--- config.mk ---
export PLATFORM = sky130hd
export DESIGN_NAME = mem_port_arbiter
export DESIGN_NICKNAME = d
export VERILOG_FILES = /design/src/rtl/mem_port_arbiter.sv
export SDC_FILE = /design/constraint.sdc
export NUM_CORES = 1
export LEC_CHECK = 0
export CAP_MARGIN = 20
export CORE_AREA = 2 2 105 107
export CTS_CLUSTER_SIZE = 20
export DETAILED_ROUTE_END_ITERATION = 8
export DIE_AREA = 0 0 107 109
export GPL_TIMING_DRIVEN = 0
export HOLD_SLACK_MARGIN = 0.08
export PLACE_DENSITY = 0.67
export RECOVER_POWER = 25
export SETUP_SLACK_MARGIN = 0.5
export SLEW_MARGIN = 20
export SYNTH_ARGS = -nofsm -noshare
export SYNTH_HDL_FRONTEND = slang
export SYNTH_SLANG_ARGS = --single-unit
--- constraint.sdc ---
create_clock -name clk -period 1.64 [get_ports clk]
set_input_delay 0.328 -clock clk [delete_from_list [all_inputs] [get_ports clk]]
set_output_delay 0.328 -clock clk [all_outputs]
set_load 0.02 [all_outputs]
--- src/rtl/mem_port_arbiter.sv ---
// Round-robin arbiter sharing one engine memory port between NUM_REQ masters, with grant lock.
// Optional watchdog enabled by defining ARB_WATCHDOG_EN.
module mem_port_arbiter #(
  parameter int unsigned NUM_REQ        = 2,
  parameter int unsigned DATA_W         = 32,
  parameter int unsigned TIMEOUT_CYCLES = 1024
) (
  input  logic                       clk,
  input  logic                       reset,
  input  logic [2*NUM_REQ-1:0]       req_op_i,
  input  logic [32*NUM_REQ-1:0]      req_addr_i,
  input  logic [DATA_W*NUM_REQ-1:0]  req_wdata_i,
  output logic [NUM_REQ-1:0]         req_opdone_o,
  output logic [DATA_W-1:0]          req_rdata_o,
  output logic [1:0]                 mem_op_o,
  output logic [31:0]                mem_addr_o,
  output logic [DATA_W-1:0]          mem_wdata_o,
  input  logic                       mem_opdone_i,
  input  logic [DATA_W-1:0]          mem_rdata_i,
  output logic [NUM_REQ-1:0]         grant_o,
  output logic                       busy_o,
  output logic                       timeout_o
);

  localparam int unsigned IdxW = $clog2(NUM_REQ);

  typedef enum logic [0:0] {StIdle, StGrant} state_t;

  state_t              r_state;
  logic [NUM_REQ-1:0]  r_grant;
  logic [IdxW-1:0]     r_owner;
  logic [IdxW-1:0]     r_rr;

  logic [1:0]          w_op    [NUM_REQ];
  logic [31:0]         w_addr  [NUM_REQ];
  logic [DATA_W-1:0]   w_wdata [NUM_REQ];
  logic [NUM_REQ-1:0]  w_act;
  logic [NUM_REQ-1:0]  w_elig;
  logic                w_found;
  logic [IdxW-1:0]     w_win;
  logic [NUM_REQ-1:0]  w_win_oh;
  logic [1:0]          w_own_op;
  logic                w_own_act;
  logic                w_wd_hit;

  // Op 10 is illegal and counts as no request.
  always_comb begin
    for (int i = 0; i < int'(NUM_REQ); i++) begin
      w_op[i]    = req_op_i[2*i +: 2];
      w_addr[i]  = req_addr_i[32*i +: 32];
      w_wdata[i] = req_wdata_i[DATA_W*i +: DATA_W];
      w_act[i]   = (w_op[i] == 2'b01) || (w_op[i] == 2'b11);
    end
  end

  assign w_own_op  = w_op[r_owner];
  assign w_own_act = w_act[r_owner];

  // First eligible master after the last winner, wrapping.
  always_comb begin
    int cand;
    w_found  = 1'b0;
    w_win    = '0;
    w_win_oh = '0;
    cand     = 0;
    for (int k = 1; k <= int'(NUM_REQ); k++) begin
      cand = int'(r_rr) + k;
      if (cand >= int'(NUM_REQ)) cand = cand - int'(NUM_REQ);
      if (!w_found && w_elig[IdxW'(cand)]) begin
        w_found                 = 1'b1;
        w_win                   = IdxW'(cand);
        w_win_oh[IdxW'(cand)]   = 1'b1;
      end
    end
  end

`ifdef ARB_WATCHDOG_EN
  localparam int unsigned CntW = $clog2(TIMEOUT_CYCLES + 1);

  logic [CntW-1:0]     r_cnt;
  logic [NUM_REQ-1:0]  r_mask;
  logic                r_timeout;

  assign w_wd_hit  = (r_state == StGrant) && !mem_opdone_i &&
                     (r_cnt == CntW'(TIMEOUT_CYCLES - 1));
  assign w_elig    = w_act & ~r_mask;
  assign timeout_o = r_timeout;
`else
  logic w_unused_cfg;

  assign w_unused_cfg = (TIMEOUT_CYCLES == 0);
  assign w_wd_hit     = 1'b0;
  assign w_elig       = w_act;
  assign timeout_o    = 1'b0;
`endif

  always_ff @(posedge clk) begin
    if (reset) begin
      r_state <= StIdle;
      r_grant <= '0;
      r_owner <= '0;
      r_rr    <= IdxW'(NUM_REQ - 1);
`ifdef ARB_WATCHDOG_EN
      r_cnt     <= '0;
      r_mask    <= '0;
      r_timeout <= 1'b0;
`endif
    end else begin
`ifdef ARB_WATCHDOG_EN
      r_timeout <= w_wd_hit;
      // A timed-out owner stays masked until it drops its op.
      r_mask    <= (r_mask | (w_wd_hit ? r_grant : '0)) & w_act;
      if (mem_opdone_i || (r_state == StIdle)) begin
        r_cnt <= '0;
      end else if (r_cnt != CntW'(TIMEOUT_CYCLES)) begin
        r_cnt <= r_cnt + 1'b1;
      end
`endif
      case (r_state)
        StIdle: begin
          if (w_found) begin
            r_state <= StGrant;
            r_grant <= w_win_oh;
            r_owner <= w_win;
            r_rr    <= w_win;
          end
        end
        StGrant: begin
          if (!w_own_act || w_wd_hit) begin
            r_state <= StIdle;
            r_grant <= '0;
          end
        end
      endcase
    end
  end

  always_comb begin
    mem_op_o     = 2'b00;
    mem_addr_o   = '0;
    mem_wdata_o  = '0;
    req_opdone_o = '0;
    if (r_state == StGrant) begin
      if (w_own_op != 2'b10) begin
        mem_op_o    = w_own_op;
        mem_addr_o  = w_addr[r_owner];
        mem_wdata_o = w_wdata[r_owner];
      end
      req_opdone_o = mem_opdone_i ? r_grant : '0;
    end
  end

  assign req_rdata_o = mem_rdata_i;
  assign grant_o     = r_grant;
  assign busy_o      = (r_state == StGrant);

endmodule

* Yosys cells after proc, flatten, opt, wreduce, memory -nomap -nowiden
Cells that the tools add are included.
** Word-level totals
- Register bits :: 5
- Input port bits :: 167
- Output and inout bits :: 104
- Logic and storage cells :: 75
** Cells by class
- Add/subtract/negate cells :: 4
- Order comparisons :: 8
- Equality and inequality tests :: 7
- Mux-type cells :: 41
- Bitwise logic cells :: 3
- Reductions and logical operators :: 8
** Operators with widths (number)
- two-way mux 32 bit :: 10
- two-way mux 2 bit :: 11
- two-way mux 1 bit :: 16
- less-than comparator 1 x 3 -> 1 bit (second input constant) :: 2
- inequality test 2 bit (second input constant) :: 3
- == test 2 x 1 -> 1 bit (second input constant) :: 2
- == test 2 bit (second input constant) :: 2
- greater-or-equal comparator 2 bit (second input constant) :: 2
- case mux 2 bit (2 select lines) :: 1
- AND reduction 2 bit :: 2
- adder 1 x 2 -> 3 bit (second input constant) :: 1
- greater-or-equal comparator 3 x 2 -> 1 bit (second input constant) :: 1
- logical AND 1 bit :: 3
- adder 1 x 1 -> 2 bit (second input constant) :: 1
- demux 1 bit (select 1 bit) :: 2
- greater-or-equal comparator 1 bit (second input constant) :: 2
- logical OR 1 bit :: 2
- less-than comparator 1 x 2 -> 1 bit (second input constant) :: 1
- NOT 1 -> 2 bit :: 1
- bitwise OR 2 bit :: 1
- case mux 1 bit (2 select lines) :: 1
- subtractor 1 bit (second input constant) :: 2
- logical NOT 1 bit :: 1
- NOT 1 bit :: 1

* Logic depth before layout (Yosys ltp)
Gate-level depths: netlist of the first run.
- Depth in word-level cells :: 12
- Gate-level depth with buffers :: 5
- Depth with buffers taken out :: 3

* Worst setup path before layout of the first run
No wires, ideal clock.
- Kind :: reg2out
- From :: register r_state (netlist: busy_o)
- To :: output mem_addr_o[10]
- Arrival :: 1.301 ns
- Required time :: 1.312 ns
- Slack :: 0.011 ns
- Cell stages (with the launch flop) :: 5
- Buffers on the path :: 2
- Cells stage by stage :: dfxtp_1 > buf_2 > o311ai_4 > buf_6 > nor2_1
** Between the ends
- Cells in the longest elaborated chain, start to end :: 1
** RTL lines
- start: declaration :: RTL line 29 : state_t r_state;
- start signal: assignment :: RTL line 99 : r_state <= StIdle;
- start signal: assignment :: RTL line 122 : r_state <= StGrant;
- start signal: assignment :: RTL line 130 : r_state <= StIdle;
- two-way mux 32 bit :: RTL line 143 : if (r_state == StGrant) begin
- end: declaration :: RTL line 16 : output logic [31:0] mem_addr_o,
Every way passes these cells.

* Worst setup path in the final report of the first run
- From :: input req_op_i[1]
- To :: output mem_wdata_o[12]
** Between the ends
- Cells in the longest elaborated chain, start to end :: 6
** RTL lines
- start: declaration :: RTL line 10 : input logic [2*NUM_REQ-1:0] req_op_i,
- two-way mux 2 bit (implied by the code) (3 in series) :: RTL line 56 : assign w_own_op = w_op[r_owner];
- inequality test 2 bit :: RTL line 144 : if (w_own_op != 2'b10) begin
- two-way mux 32 bit :: RTL line 144
- two-way mux 32 bit :: RTL line 143
- end: declaration :: RTL line 17 : output logic [DATA_W-1:0] mem_wdata_o,
Every way passes these cells. The select of a mux whose other input is x is not followed.

==> summary.txt, run 1 <==
RSZ-0062 raised after global routing -> yes
cells after synthesis -> 205
setup ws final -> -0.206 ns
worst hold path type -> flop to flop
CTS tree -> done
Antenna Nets Post-Route -> 0
syn avg cell area -> 7.34 sq um
diode count -> 0
Synth warnings -> 0
first-pass GRT wire length -> 11,500 um
vias in the first global route -> 2,338
CP Capture Type -> output port
reg2reg setup slack -> 0.40 ns
IO buf count -> 235
Worst Skew -> 0.00853 ns
VDD IR max -> 0.270 mV
Post-synth ARST share -> 0%
RR Startpoint -> busy_o
Worst Hold Endpoint -> grant_o[0]
fin crit period -> 1.85 ns
vias per cell -> 3.96
Setup Viol. Count Final -> 64
Total Routing Usage GR -> 12.0%
Hold Path Depth -> 2
number of enable flip-flop cells after synthesis -> 0
Total Nets Final -> 628
via count -> 2,378
Wirelength per Cell -> 13.6 um
arrival time worst endpoint -> 1.52 ns
H-tree Lvls -> 1
first-pass iteration count of the detailed router -> 4
largest net degree at the start of global routing -> 11
GRT overflow -> 0
CTS sink cnt -> 4
root buffer cell -> clkbuf_8
post-layout util -> 48.0%
Worst-path clk slew -> 0.04 ns
minimum hold slack -> 0.564 ns
core area -> 10,600 sq um
startpoint types -> input port
FF+latch count, synth -> 4
initial core utilization -> 14.2%
crit-path max FO -> 5
Yosys cell types -> 20
reg2reg end -> r_rr
die area -> 11,700 sq um
Seq/Total Area, Yosys -> 5.32%
final WL -> 8170 um
static leakage -> 1.97 nW
Setup TNS -> -11.32 ns
outcome -> complete, but fails checks
Post-DP HPWL -> 6400 um
endpoints failing hold -> 0
initial DRC count -> 43
share of layout cells above drive strength 1 -> 51.5%
Slew Limit Fails -> 0
initial antenna violation count -> 0
commonest non-fill, non-tap cell in the layout -> clkdlybuf4s50_1
Reg2Reg Depth -> 5
DRC errors left -> 0
I/O pin total -> 271
Max Cap Viol -> 0
Area growth syn-to-layout -> 238%
Num CTS Buffers -> 3
Setup CP Type -> input port to output port
Mapped Area -> 1500 sq um
Longest Clk Path Bufs -> 2
Chip Height -> 109 um
P per Cell Area -> 348 nW/um^2
num rows -> 38
Data required, critical path -> 1.31 ns
most frequent cells in the layout -> clkdlybuf4s50_1, buf_6, mux2i_1
hold wc startpoint -> grant_o[0]
Final GP Congestion -> 0.840
Die W -> 107 um
final period utilization -> 113%
latest clock arrival within the worst-skew pair -> 0.23 ns
failing checks -> negative setup slack
prevailing post-synth register cell -> dfxtp_1
FMAX -> 542 MHz
power by group:
| group | leakage (nW) | switching, mW | internal, mW |
|---|---|---|---|
| clock network | 0.0228 | 0.0679 | 0.167 |
| logic | 1.92 | 0.593 | 0.827 |
| registers | 0.0341 | 0.00847 | 0.105 |
through the flow:
step | std cells | worst slack (ns) | instance area (sq um) | total power, mW
2_1_floorplan | 207 | 0.106 | 1730 | 0.662
3_3_place_gp | 582 | -1.28 | 4250 | 1.26
3_5_place_dp | 582 | -1.30 | 4250 | 1.28
4_1_cts | 595 | -0.211 | 4460 | 1.57
5_1_grt | 600 | -0.256 | 5080 | 1.86
6_report | 600 | -0.206 | 5080 | 1.77
sequential cells by signal, summed over array words and instances (netlist names):
name,cells
busy_o,1
grant_o,1
r_owner,1
r_rr,1
cell type report:
cell class,count,area [sq um]
fill,1008,5520
timing repair buffer,249,2600
sequential,4,85.1
tap,140,175
clock buffer,4,45.0
multi-input combinational,151,1650
inverter,2,10.0
buffer,50,520
what timing repair did:
item,in CTS,in global routing
resized for setup,457,112
buffers inserted,9,1
hold endpoints to repair,0,0
setup endpoints to repair,105,71
hold buffers,0,0
cloned,0,4
pin swaps,2,20
logic make-up after synthesis:
| group | after synthesis | synth area share [%] |
|---|---|---|
| other | 1 | 0.249 |
| buffers and inverters | 52 | 26.1 |
| DFF | 4 | 5.32 |
| AOI/OAI and AO/OA | 5 | 3.16 |
| and+or+nand+nor | 77 | 21.1 |
| muxes | 66 | 44.0 |
critical path, cell delays in order:
cell and delay (ns):
clkdlybuf4s15_2 0.22, inv_1 0.08, o311ai_4 0.32, buf_6 0.21
clkbuf_16 0.18, nor2_4 0.04, buf_6 0.13
per-layer routing:
layer	track usage, %	vias to the layer above	part of all wire, %
met1	13.5	1084	35
li1	-	1171	-
met5	0	-	0
met3	2.27	2	7.8
met4	1.67	0	0.26
met2	24.0	121	57
Yosys cell counts (2+ instances only):
cell	instances	area share [%]
nor2_1	67	17
mux2i_1	65	43
buf_4	39	19
buf_6	6	4.5
buf_2	5	1.7
dfxtp_1	4	5.3
a21oi_1	2	0.67
and3_1	2	0.83
inv_1	2	0.50
nand2_1	2	0.50
nand3b_1	2	1.0
worst max-delay path by stage:
stage | end | from | depth (start not counted) | slack [ns]
floorplan | mem_addr_o[10] | r_owner | 4 | 0.11
global placement | mem_wdata_o[10] | req_op_i[0] | 5 | -1.28
detailed placement | mem_wdata_o[6] | req_op_i[0] | 5 | -1.30
CTS | mem_addr_o[21] | r_owner | 6 | -0.21
global route | mem_wdata_o[29] | r_owner | 6 | -0.26
finish | mem_wdata_o[12] | req_op_i[1] | 7 | -0.21
Note: power is estimated with default switching activity, not from simulation.
==> inputs of run 2 (changes only) <==
SKIP_CTS_REPAIR_TIMING = 1   (was not set)
==> summary.txt, run 2 (synthesis results as in run 1) <==
initial antenna violation count -> 0
largest net degree at the start of global routing -> 11
sw frac -> 37.1%
Setup TNS -> -16.06 ns
Reg2Reg Depth -> 6
DP Cell Count -> 582
H-tree Lvls -> 1
core area -> 10,600 sq um
Num CTS Buffers -> 3
crit-path max FO -> 8
Area growth syn-to-layout -> 214%
CTS sink cnt -> 4
Wirelength per Cell -> 13.3 um
met3 wire length -> 644 um
Top Layer Used -> met4
P per Cell Area -> 346 nW/um^2
Antenna Nets Post-Route -> 0
RSZ-0062 raised after global routing -> yes
Worst Skew -> 0.00688 ns
Chip Height -> 109 um
Total Nets Final -> 622
Data required, critical path -> 1.31 ns
Seq pwr share -> 6.9%
Final GP Congestion -> 0.840
failing checks -> negative setup slack
Max Cap Viol -> 0
Comb power frac -> 78.8%
VDD IR max -> 0.272 mV
reg2reg setup slack -> 0.41 ns
startpoint types -> flop
initial core utilization -> 14.2%
Fill cells -> 1,049
WL met1 -> 2800 um
FMAX -> 519 MHz
Post-DP HPWL -> 6400 um
GRT overflow -> 0
placed cell area -> 4250 sq um
internal power -> 1.03 mW
Clk pwr share -> 14.3%
final std cells w/o fill -> 594
commonest non-fill, non-tap cell in the layout -> clkdlybuf4s50_1
via count -> 2,325
Sw Pwr -> 0.606 mW
final period utilization -> 118%
Worst Hold Endpoint -> grant_o[0]
Post-Layout Inst Area -> 4720 sq um
CP Capture Type -> output port
arrival time worst endpoint -> 1.60 ns
CTS tree -> done
RR Startpoint -> r_owner
Total Routing Usage GR -> 11.5%
I/O pin total -> 271
final WL -> 7880 um
vias in the first global route -> 2,247
outcome -> complete, but fails checks
overall power -> 1.63 mW
Slew Limit Fails -> 0
Worst-path clk slew -> 0.04 ns
metal2 WL -> 4370 um
first-pass GRT wire length -> 10,900 um
first-pass iteration count of the detailed router -> 3
share of layout cells above drive strength 1 -> 46.0%
vias per cell -> 3.91
num rows -> 38
minimum hold slack -> 0.533 ns
diode count -> 0
root buffer cell -> clkbuf_8
endpoints failing hold -> 0
IO buf count -> 235
hold wc startpoint -> r_rr
Setup CP Type -> flop to output port
most frequent cells in the layout -> clkdlybuf4s50_1, buf_6, mux2i_1
Longest Clk Path Bufs -> 2
fin crit period -> 1.93 ns
initial DRC count -> 39
reg2reg end -> busy_o
Die W -> 107 um
setup ws final -> -0.287 ns
worst slack, placed -> -1.30 ns
die area -> 11,700 sq um
Hold Path Depth -> 2
post-layout util -> 44.5%
DRC errors left -> 0
latest clock arrival within the worst-skew pair -> 0.23 ns
Setup Viol. Count Final -> 66
worst hold path type -> flop to flop
static leakage -> 2.06 nW
run 2: cell types whose count changed in the layout (fill, tap and decap cells not counted), sizes merged:
cell,previous run,this run
buf,119,118
clkbuf,18,22
clkdlybuf4s15,2,0
dlygate4sd2,35,0
dlymetal6s2s,0,28
run 2: critical path, cell delays in order (launching register included):
cell       delay (ns)
dfxtp_2          0.30
buf_6            0.13
o311ai_4         0.37
clkbuf_16        0.24
clkbuf_16        0.15
nor2_4           0.04
buf_6            0.13
run 2: power groups by stage:
stage	combinational (mW)	clock (mW)	sequential [mW]
floorplan	0.546	0	0.116
global placement	1.15	0	0.112
detailed placement	1.17	0	0.112
CTS	1.17	0.240	0.111
global route	1.36	0.249	0.113
finish	1.29	0.234	0.112
run 2: worst max-delay path by stage:
| stage | startpoint | end | depth (start not counted) |
|---|---|---|---|
| floorplan | r_owner | mem_addr_o[10] | 4 |
| global placement | req_op_i[0] | mem_wdata_o[10] | 5 |
| detailed placement | req_op_i[0] | mem_wdata_o[6] | 5 |
| CTS | req_op_i[0] | mem_wdata_o[6] | 5 |
| global route | r_owner | mem_wdata_o[12] | 6 |
| finish | r_owner | mem_wdata_o[12] | 6 |
run 2: layout make-up:
class                      instances  area [sq um]  share of cell area, %
buffer                            50           469                   9.95
tap                              140           175                   3.71
multi-input combinational        151          1390                   29.5
sequential                         4          85.1                   1.80
clock buffer                       4          45.0                  0.955
timing repair buffer             243          2540                   53.9
inverter                           2          10.0                  0.212
run 2: routing by layer:
layer  up-vias  track usage, %
li1       1147               -
met1      1048            12.7
met3         6            2.51
met2       124            22.6
met4         0            1.76
met5         -               0
==> inputs of run 3 (changes only) <==
CORE_AREA = 2 2 104 106   (was 2 2 105 107)
DIE_AREA = 0 0 106 108   (was 0 0 107 109)
DONT_BUFFER_PORTS = 1   (was not set)
PLACE_DENSITY = 0.34   (was 0.67)
clock period = 1.95 ns   (was 1.64 ns; I/O delays follow)
==> summary.txt, run 3 (synthesis results as in run 1) <==
outcome -> complete, no violations
Setup Viol. Count Final -> 0
largest net degree at the start of global routing -> 11
startpoint types -> flop
most frequent cells in the layout -> nor2_4, mux2i_1, clkbuf_1
VDD IR max -> 0.340 mV
Num CTS Buffers -> 3
initial antenna violation count -> 0
RSZ-0062 raised after global routing -> yes
share of layout cells above drive strength 1 -> 62.8%
setup ws final -> 0.109 ns
Slew Limit Fails -> 0
root buffer cell -> clkbuf_8
diode count -> 0
Max Cap Viol -> 0
vias in the first global route -> 1,196
Clk pwr share -> 18.7%
internal power -> 0.488 mW
initial core utilization -> 14.7%
post-layout util -> 25.3%
Seq pwr share -> 10.4%
FMAX -> 543 MHz
die area -> 11,400 sq um
endpoints failing hold -> 0
sequential cell area -> 82.6 sq um
Worst Skew -> 0.00251 ns
via count -> 1,495
Area growth syn-to-layout -> 71.8%
Antenna Nets Post-Route -> 0
commonest non-fill, non-tap cell in the layout -> nor2_4
crit-path max FO -> 10
GRT overflow -> 0
Worst-path clk slew -> 0.03 ns
Final GP Congestion -> 0.712
Wirelength per Cell -> 15.7 um
first-pass iteration count of the detailed router -> 4
final period utilization -> 94.4%
Total Nets Final -> 384
num rows -> 37
multi-input logic area -> 1800 sq um
sw frac -> 48.4%
DRC errors left -> 0
Post-DP HPWL -> 4280 um
arrival time worst endpoint -> 1.45 ns
final std cells w/o fill -> 351
H-tree Lvls -> 1
worst hold path type -> input port to flop
static leakage -> 0.719 nW
initial DRC count -> 25
final WL -> 5500 um
fin crit period -> 1.84 ns
CP Capture Type -> output port
core area -> 10,200 sq um
CTS tree -> done
P per Cell Area -> 367 nW/um^2
DP Cell Count -> 343
Sw Pwr -> 0.459 mW
Longest Clk Path Bufs -> 2
Die W -> 106 um
I/O pin total -> 271
Comb power frac -> 70.8%
Total Routing Usage GR -> 6.79%
first-pass GRT wire length -> 6220 um
CTS sink cnt -> 4
Fill cells -> 1,124
vias per cell -> 4.26
worst slack, placed -> -0.0467 ns
Chip Height -> 108 um
IO buf count -> 0
Data required, critical path -> 1.56 ns
Setup CP Type -> flop to output port
latest clock arrival within the worst-skew pair -> 0.22 ns
==> run 3: cell count changes in the layout (fill, tap and decap cells not counted), moves of 4 or more <==
cell             previous run  this run
mux2i_2                     5        11
buf_4                      39        12
buf_2                       6         0
clkdlybuf4s50_1           129         0
mux2i_4                     2        19
clkbuf_2                    5         0
clkbuf_1                   10        26
clkbuf_16                   4         0
nor2_2                     37         3
mux2i_1                    58        35
buf_6                      65         1
nor2_4                     25        62
dlymetal6s2s_1             28         0
==> run 3: routing by layer <==
layer / GRT usage (%) / routed length (um) / up-vias
met5: 0 / 0 / -
met4: 0.846 / 21 / 0
met3: 1.21 / 506 / 5
met2: 12.7 / 3110 / 133
met1: 8.31 / 1860 / 684
li1: - / - / 673
==> run 3: path summary, 6_finish.rpt <==
path                               from        endpoint  slack (ns)  depth (start not counted)
worst max-delay path            r_owner  mem_wdata_o[2]        0.11                          6
worst min-delay path              reset          busy_o        0.23                          1
worst max register to register   busy_o            r_rr        0.62                          4
worst min register to register     r_rr      grant_o[0]        0.51                          2
==> run 3: stage by stage <==
stage	hold slack (ns)	area (sq um)	power [mW]	setup TNS (ns)
2_1_floorplan	0.459	1660	0.540	0
4_1_cts	0.233	1870	0.773	-16.76
5_1_grt	0.225	2580	1.00	0
6_report	0.231	2580	0.947	0
3_3_place_gp	0.462	1830	0.588	-1.93
3_5_place_dp	0.463	1830	0.589	-1.92
==> run 3: critical path, stage by stage (launching register included) <==
cell and delay, ns:
dfxtp_2 0.31, buf_8 0.14, nand3b_1 0.13, o311ai_4 0.12, buf_12 0.18, buf_12 0.17
nor2_4 0.17
==> run 3: layout make-up <==
type,instances,share of cell area (%)
clock buffer,3,1.60
inverter,2,0.291
tap,136,6.59
buffer,50,16.3
timing repair buffer,5,2.23
multi-input combinational,151,69.8
sequential,4,3.20
==> run 3: power by group through the flow <==
stage	sequential, mW	clock (mW)	combinational, mW
after floorplan	0.0971	0	0.443
after global placement	0.0989	0	0.489
after detailed placement	0.0984	0	0.490
after CTS	0.0974	0.184	0.491
after global routing	0.0996	0.195	0.706
final	0.0988	0.177	0.671
